--- config.mk ---
export PLATFORM = sky130hd
export DESIGN_NAME = link_status_led
export DESIGN_NICKNAME = d
export VERILOG_FILES = /design/src/rtl/link_status_led.sv
export SDC_FILE = /design/constraint.sdc
export NUM_CORES = 1
export LEC_CHECK = 0
export CELL_PAD_IN_SITES_DETAIL_PLACEMENT = 1
export CELL_PAD_IN_SITES_GLOBAL_PLACEMENT = 2
export CORE_MARGIN = 4
export CORE_UTILIZATION = 34
export DETAILED_ROUTE_END_ITERATION = 10
export PLACE_DENSITY = 0.86
export SKIP_LAST_GASP = 1
export SYNTH_ARGS = -nofsm -noshare
export SYNTH_HDL_FRONTEND = slang
export SYNTH_SLANG_ARGS = --single-unit
--- constraint.sdc ---
create_clock -name clk -period 1.9 [get_ports clk]
set_clock_uncertainty 0.1 [all_clocks]
set_input_delay 0.38 -clock clk [delete_from_list [all_inputs] [get_ports clk]]
set_output_delay 0.38 -clock clk [all_outputs]
set_load 0.05 [all_outputs]
--- src/rtl/link_status_led.sv ---
// link_status_led: qualifies the activity indicator into a link status
// and drives the board LED plus a sticky loss history for readout.
module link_status_led #(
  parameter int QUAL_CYCLES = 1000,
  parameter int BLINK_HALF  = 25_000_000,
  parameter int CNT_W       = 8
) (
  input  logic             clk,
  input  logic             resetn,
  input  logic             active_in,
  input  logic             clear,
  output logic             led,
  output logic [1:0]       state_o,
  output logic             lost_flag,
  output logic [CNT_W-1:0] lost_cnt
);

  localparam int QW = $clog2(QUAL_CYCLES + 1);
  localparam int BW = $clog2(BLINK_HALF + 1);
  localparam logic [QW-1:0] QLAST = QW'(QUAL_CYCLES - 1);
  localparam logic [BW-1:0] BLAST = BW'(BLINK_HALF - 1);

  typedef enum logic [1:0] {
    NO_SIG  = 2'd0,
    QUALIFY = 2'd1,
    PRESENT = 2'd2,
    LOST    = 2'd3
  } state_t;

  state_t           state_q, state_d;
  logic [QW-1:0]    qual_q, qual_d;
  logic [BW-1:0]    blink_q, blink_d;
  logic             ph_q, ph_d;
  logic             from_lost_q, from_lost_d;
  logic             flag_q, flag_d;
  logic [CNT_W-1:0] cnt_q, cnt_d;
  logic             led_q, led_d;
  logic             loss_evt;
  logic [CNT_W-1:0] cnt_base;

  // A single qualifying cycle skips QUALIFY entirely.
  state_t qual_entry;
  assign qual_entry = (QUAL_CYCLES == 1) ? PRESENT : QUALIFY;

  // State register with every internal counter and all registered outputs.
  always_ff @(posedge clk or negedge resetn) begin
    if (!resetn) begin
      state_q     <= NO_SIG;
      qual_q      <= '0;
      blink_q     <= '0;
      ph_q        <= 1'b0;
      from_lost_q <= 1'b0;
      flag_q      <= 1'b0;
      cnt_q       <= '0;
      led_q       <= 1'b0;
    end else begin
      state_q     <= state_d;
      qual_q      <= qual_d;
      blink_q     <= blink_d;
      ph_q        <= ph_d;
      from_lost_q <= from_lost_d;
      flag_q      <= flag_d;
      cnt_q       <= cnt_d;
      led_q       <= led_d;
    end
  end

  // Next-state: qualification, loss detection and blink timebase.
  always_comb begin
    state_d     = state_q;
    qual_d      = qual_q;
    blink_d     = blink_q;
    ph_d        = ph_q;
    from_lost_d = from_lost_q;
    loss_evt    = 1'b0;
    unique case (state_q)
      NO_SIG: begin
        if (active_in) begin
          state_d     = qual_entry;
          qual_d      = QW'(1);
          from_lost_d = 1'b0;
        end
      end
      QUALIFY: begin
        if (clear) from_lost_d = 1'b0;
        if (active_in) begin
          if (qual_q == QLAST) state_d = PRESENT;
          else qual_d = qual_q + QW'(1);
        end else begin
          state_d = (from_lost_q && !clear) ? LOST : NO_SIG;
          blink_d = '0;
          ph_d    = 1'b0;
        end
      end
      PRESENT: begin
        if (!active_in) begin
          state_d  = LOST;
          blink_d  = '0;
          ph_d     = 1'b0;
          loss_evt = 1'b1;
        end
      end
      LOST: begin
        if (active_in) begin
          state_d     = qual_entry;
          qual_d      = QW'(1);
          from_lost_d = !clear;
        end else if (clear) begin
          state_d = NO_SIG;
        end else if (blink_q == BLAST) begin
          blink_d = '0;
          ph_d    = ~ph_q;
        end else begin
          blink_d = blink_q + BW'(1);
        end
      end
    endcase
  end

  // Outputs: clear wipes history before a same-edge loss is recorded.
  always_comb begin
    cnt_base = clear ? '0 : cnt_q;
    flag_d   = clear ? 1'b0 : flag_q;
    cnt_d    = cnt_base;
    if (loss_evt) begin
      flag_d = 1'b1;
      if (cnt_base != {CNT_W{1'b1}}) cnt_d = cnt_base + CNT_W'(1);
    end
    unique case (state_d)
      PRESENT: led_d = 1'b1;
      LOST:    led_d = ph_d;
      default: led_d = 1'b0;
    endcase
  end

  assign led       = led_q;
  assign state_o   = state_q;
  assign lost_flag = flag_q;
  assign lost_cnt  = cnt_q;

endmodule

==> metrics.txt, run 1 <==
Setup crit end kind=flip-flop; overall power=0.00393 W; Mapped Nets=366; crit start category=flip-flop; CTS root buf=clkbuf_8; pre-CTS setup slack=-0.391 ns; CTS clk-pin slew, worst paths=0.11 ns; R2R Setup Slk=-0.19 ns; initial antenna violation count=0; FFs w/ async S/R, synth=1.00; port bufs=15; crit path kind=flip-flop to flip-flop; Top Ports=16; #FFs+latches synth=49; Mean Syn Cell Area=8.62 um2; failing checks=negative setup slack; simple-gate share of the synthesized area=0.289; synth cell count leaders=dfrtp_1 (49), nand2_1 (47), o21ai_0 (30); area leader, netlist=dfrtp_1; post-route insts no fill=563; M1 GR Usage=0.272; mux contribution to synthesized area=0.0173; antenna viol nets, final=0; post-synthesis adder-cell area fraction=0.0370; worst reg2reg path depth=8; top-count cell post-synth=dfrtp_1; share of layout cells above drive strength 1=0.352; ANT cells=0; Max-cap violations=0; Post-synth top flop=dfrtp_1; Worst-Margin Slew=0.522 ns; clk_lat worst skew=0.31 ns; r2r endpoint=blink_q[11]$_DFFE_PN0P_; status=finished with violations; Fmax=479 MHz; Hold Crit Class=flip-flop to flip-flop; routing usage on met3=0.0277; largest cells by area after synthesis=dfrtp_1 (40%), nand2_1 (5.8%), o21ai_0 (4.9%); H-Tree Depth=2; core area=8720 um2; Total Wirelength=10700 um; Critical path origin=blink_q[7]$_DFFE_PN0P_; CTS max path bufs=2; RSZ-0062 raised after global routing=yes; site row count=34; period utilization=1.10; Initial Util=0.349; clk sink count=49; Die W=103 um; total track usage=0.197; final setup vio count=27; worst setup margin=-0.189 ns; leakage power=1.95 nW; CP Max Fanout=5; Layout area overhead=42.8%; CP endpoint=blink_q[11]$_DFFE_PN0P_; Yosys top cell area share=0.403; Final min period=2.09 ns; Synth Area in Compound Gates=0.197; largest family of logic cells by synthesized area=simple AND/OR/NAND/NOR gates; Via density=5.65; worst path required time=1.98 ns; Max VDD drop=525 uV; largest net degree at the start of global routing=29; pwr/cell area=905 nW/um2; Pins Over Slew Limit=0; Distinct cells, synth=55; GP Congestion=0.791; gr ovfl total=0; final hold viol count=0; Slew headroom=0.649; CTS buffer count=5; vias=3179; area share of xor/xnor cells in the synthesized design=0.0115; die span in y=103 um; GR Util met2=0.332; Net count, final=467; HPWL after detailed placement=6770 um; DR pass1 iterations=4; placed insts=540; busiest grt layer=met2; final core occ=0.498; r2r startpoint=blink_q[7]$_DFFE_PN0P_; DR WL/cell=19.0 um; cell area after synthesis=3040 um2; Cells after Synth=353; TritonCTS clock tree=built; vias in the first global route=3383; Seq/Total Area, Yosys=0.403; DIE AREA=10500 um2; drt drc=0; synth warn=0; Hold Crit Depth=2; worst path arrival time=2.17 ns; setup TNS=-2.95 ns; drt first-iter violations=109; global-route wire length before repair=16700 um; Post-synth EDFFs=0; fill count=1021
==> where the power goes <==
| part | switching [W] | total, W | internal, W |
|---|---|---|---|
| Sequential | 0.0000565 | 0.00117 | 0.00111 |
| Combinational | 0.00111 | 0.00204 | 0.000926 |
| Clock | 0.000393 | 0.000724 | 0.000331 |
| Total | 0.00156 | 0.00393 | 0.00237 |
==> worst min-delay path by stage <==
stage | startpoint | end | slack (ns)
global route | lost_flag$_DFFE_PN0P_ | lost_flag$_DFFE_PN0P_ | 0.48
CTS | blink_q[24]$_DFFE_PN0P_ | blink_q[24]$_DFFE_PN0P_ | 0.46
finish | lost_flag$_DFFE_PN0P_ | lost_flag$_DFFE_PN0P_ | 0.45
floorplan | resetn | blink_q[0]$_DFFE_PN0P_ | -0.02
detailed placement | resetn | qual_q[7]$_DFFE_PN0P_ | 0.30
global placement | resetn | qual_q[9]$_DFFE_PN0P_ | 0.29
==> state kept, by name, summed over array words and instances, names as in the netlist <==
name,flops
blink_q,25
qual_q,10
lost_cnt,8
state_o,2
from_lost_q,1
led,1
lost_flag,1
ph_q,1
==> final cells by class <==
class / count / area (um2) / share of cell area
inverters: 17 / 66.3 / 0.0153
flip-flops and latches: 49 / 1230 / 0.283
multi-input cells: 273 / 1890 / 0.434
clock inverters: 1 / 5.00 / 0.00115
well taps: 108 / 135 / 0.0311
repair buffers: 108 / 925 / 0.213
clock buffers: 7 / 96.3 / 0.0222
==> what timing repair did <==
action	CTS	global route
gates cloned	3	1
buffers inserted	3	8
endpoints found under the hold margin	21	0
pin swaps	8	7
gates resized for setup	21	27
setup endpoints to repair	32	41
hold buffers	1	0
==> metrics by stage <==
| stage | hold slack [ns] | area, um2 |
|---|---|---|
| 2_1_floorplan | -0.0156 | 3120 |
| 6_report | 0.452 | 4350 |
| 3_3_place_gp | 0.287 | 3900 |
| 3_5_place_dp | 0.302 | 3900 |
| 5_1_grt | 0.476 | 4350 |
| 4_1_cts | 0.456 | 4170 |
==> layer usage <==
metal	wire length (um)	up-vias
met2	5380	54
met4	182	0
met1	4860	1614
li1	-	1501
met5	0	-
met3	283	10
==> worst max-delay path: stages (launching register included) <==
cell      delay, ns
dfrtp_1        0.40
or4_4          0.57
nor4_4         0.16
buf_6          0.16
buf_4          0.12
a21boi_2       0.10
nand2_2        0.13
buf_4          0.12
o22ai_1        0.11
==> cells by family (layout without fill, tap and decap cells) <==
logic type / after synthesis / in the layout
adders and majority gates: 9 / 9
and+or+nand+nor: 159 / 159
AOI/OAI and AO/OA: 95 / 96
DFF: 49 / 49
muxes: 5 / 5
xor gates and xnor gates: 4 / 4
buffers and inverters: 32 / 133
==> cell usage in the layout, fill, tap and decap left out, types with 4 or more instances in the layout <==
cell      netlist  final
a21o_1          8      7
a21oi_1        18     13
a21oi_2         0      4
a22o_1          7      7
a31oi_1        10      9
and2_1          5      5
and3_1          7      7
and4_1          5      4
buf_4           1     91
buf_6           0      8
clkbuf_8        1      7
dfrtp_1        49     45
dfrtp_2         0      4
ha_1            9      4
inv_1          17     15
nand2_1        47     45
nand2b_1        6      5
nand3_1        19     18
nand3b_1        5      5
nand4_1        14     14
nor2_1         17     15
nor2b_1         8      6
nor3_1          8      7
nor4_1          5      5
o21ai_0        30     23
o21ai_1         1      6
o31ai_1         5      4
Power figures use the tool's default switching activity.
==> run 2: changes to the inputs <==
- CORE_MARGIN: 4 -> 2
==> run 2 against run 1 <==
  * The run still ends with negative setup slack left
  * Final area is 1.4% lower
  * Critical path type unchanged
  * Count of clock-buffer cells in the layout is 1 higher
  * Final cell count is 0.71% lower
  * Worst hold slack worse by 0.088 ns
  * Highest routed layer unchanged
  * Flip-flop and latch count stayed put
  * Combinational power is 13% lower
  * Sequential power hardly changed
  * Setup slack better by 0.046 ns
  * Routed wire length is 9.0% lower
  * Sequential share of layout area is 0.39 points higher
  * Clock power is 9.1% lower
  * Power is 8.4% lower
==> metrics.txt, run 2 (same netlist as run 1, synthesis figures left out) <==
Critical Path, Cell by Cell=or4_4 -> nor4_4 -> buf_6 -> a21oi_4 -> buf_12 -> buf_8 -> a31oi_1 -> a31oi_1; port bufs=15; GR Util met2=0.362; CP Max Fanout=7; failing checks=negative setup slack; TritonCTS clock tree=built; crit-path max cell delay=0.55 ns; GP Congestion=0.844; Slew headroom=0.693; Hold Crit Class=input pin to flip-flop; Reg with most FFs=blink_q; DIE AREA=9720 um2; global-route wire length before repair=16200 um; commonest non-fill, non-tap cell in the layout=buf_4; drt first-iter violations=107; Worst-Margin Slew=0.456 ns; period utilization=1.08; die span in y=98.6 um; final setup vio count=25; CP delay by family, top=simple AND/OR/NAND/NOR gates; pre-CTS setup slack=-0.314 ns; worst path required time=1.99 ns; clk_lat worst skew=0.31 ns; DR pass1 iterations=4; share of layout cells above drive strength 1=0.337; DR WL/cell=17.4 um; pwr/cell area=840 nW/um2; Buf+Inv Stages, Crit Path=3; drt drc=0; crit path kind=flip-flop to flip-flop; vias=3097; vias in the first global route=3286; CTS clk-pin slew, worst paths=0.10 ns; M1 GR Usage=0.265; antenna viol nets, final=0; Fmax=489 MHz; Layout area overhead=40.9%; max reg flops=25; Pins Over Slew Limit=0; largest net degree at the start of global routing=50; dpl cell area=3880 um2; clk sink count=49; Initial Util=0.349; CTS root buf=clkbuf_8; crit start category=flip-flop; final instance area=4290 um2; H-Tree Depth=2; Total Wirelength=9750 um; Net count, final=463; final hold viol count=0; leakage power=1.96 nW; CTS buffer count=5; Hold WS=0.365 ns; Max-cap violations=0; ANT cells=0; Setup crit end kind=flip-flop; worst setup margin=-0.144 ns; busiest grt layer=met2; Die W=98.6 um; setup TNS=-2.15 ns; Top Ports=16; RSZ-0062 raised after global routing=yes; initial antenna violation count=0; Worst path slowest cell=or4_4; fill count=1008; routing usage on met3=0.0277; gr ovfl total=0; Via density=5.54; Max VDD drop=942 uV; most frequent cells in the layout=buf_4 (89), dfrtp_1 (45), nand2_1 (43), o21ai_0 (22), nand3_1 (18); core area=8720 um2; HPWL after detailed placement=6550 um; CTS max path bufs=2; total track usage=0.204; overall power=0.00360 W; status=finished with violations; CP dominant cell by count=a31oi_1; Final min period=2.04 ns; worst path arrival time=2.13 ns; site row count=34
run 2: cell types whose count changed in the layout (fill, tap and decap cells not counted), moves of 2 or more:
cell,change
buf_4,-2
buf_6,-4
clkbuf_1,+2
dlymetal6s2s_1,+2
nand2_1,-2
nor2b_2,+2
run 2: worst register-to-register path, stage by stage (launching register included):
cell and delay [ns]:
dfrtp_1 0.39, or4_4 0.55, nor4_4 0.16, buf_6 0.16, a21oi_4 0.07, buf_12 0.15
buf_8 0.14, a31oi_1 0.16, a31oi_1 0.06
run 2: area by class of cell:
cell class / instances / area [um2] / share of cell area
Multi-Input combinational cell: 273 / 1860 / 0.434
Sequential cell: 49 / 1230 / 0.287
Timing Repair Buffer: 104 / 901 / 0.210
Tap cell: 108 / 135 / 0.0315
Clock buffer: 8 / 90.1 / 0.0210
Inverter: 17 / 68.8 / 0.0160
run 2: final timing paths:
path,from,endpoint,slack [ns],depth (start not counted)
worst max-delay path,blink_q[7]$_DFFE_PN0P_,blink_q[23]$_DFFE_PN0P_,-0.14,8
worst min-delay path,clear,lost_cnt[3]$_DFF_PN0_,0.36,3
worst max register to register,blink_q[7]$_DFFE_PN0P_,blink_q[23]$_DFFE_PN0P_,-0.14,8
worst min register to register,blink_q[2]$_DFFE_PN0P_,blink_q[2]$_DFFE_PN0P_,0.43,1
max in group asynchronous,resetn,state_o[1]$_DFF_PN0_,0.96,3
min in group asynchronous,resetn,blink_q[15]$_DFFE_PN0P_,0.48,3
run 2: power breakdown:
part / total (W) / internal (W) / switching [W]
Combinational: 0.00178 / 0.000753 / 0.00102
Sequential: 0.00117 / 0.00111 / 0.0000556
Clock: 0.000658 / 0.000298 / 0.000359
Total: 0.00360 / 0.00216 / 0.00144
run 2: layer usage:
layer  up-vias  wire, um
li1       1494         -
met1      1568      4330
met2        25      5100
met3        10       206
met4         0       107
met5         -         0
run 2: stage by stage:
stage / util / cells
after floorplan: - / 353
after global placement: 0.444 / 537
after detailed placement: 0.444 / 537
after CTS: 0.473 / 553
after global routing: 0.492 / 559
final: 0.492 / 559
run 2: timing repair:
action	in CTS	in global routing
hold buffers	1	0
hold endpoints to repair	49	0
pin swaps	5	16
setup buffers	5	5
gates resized for setup	15	33
endpoints found under the setup margin	29	40
cloned	2	1
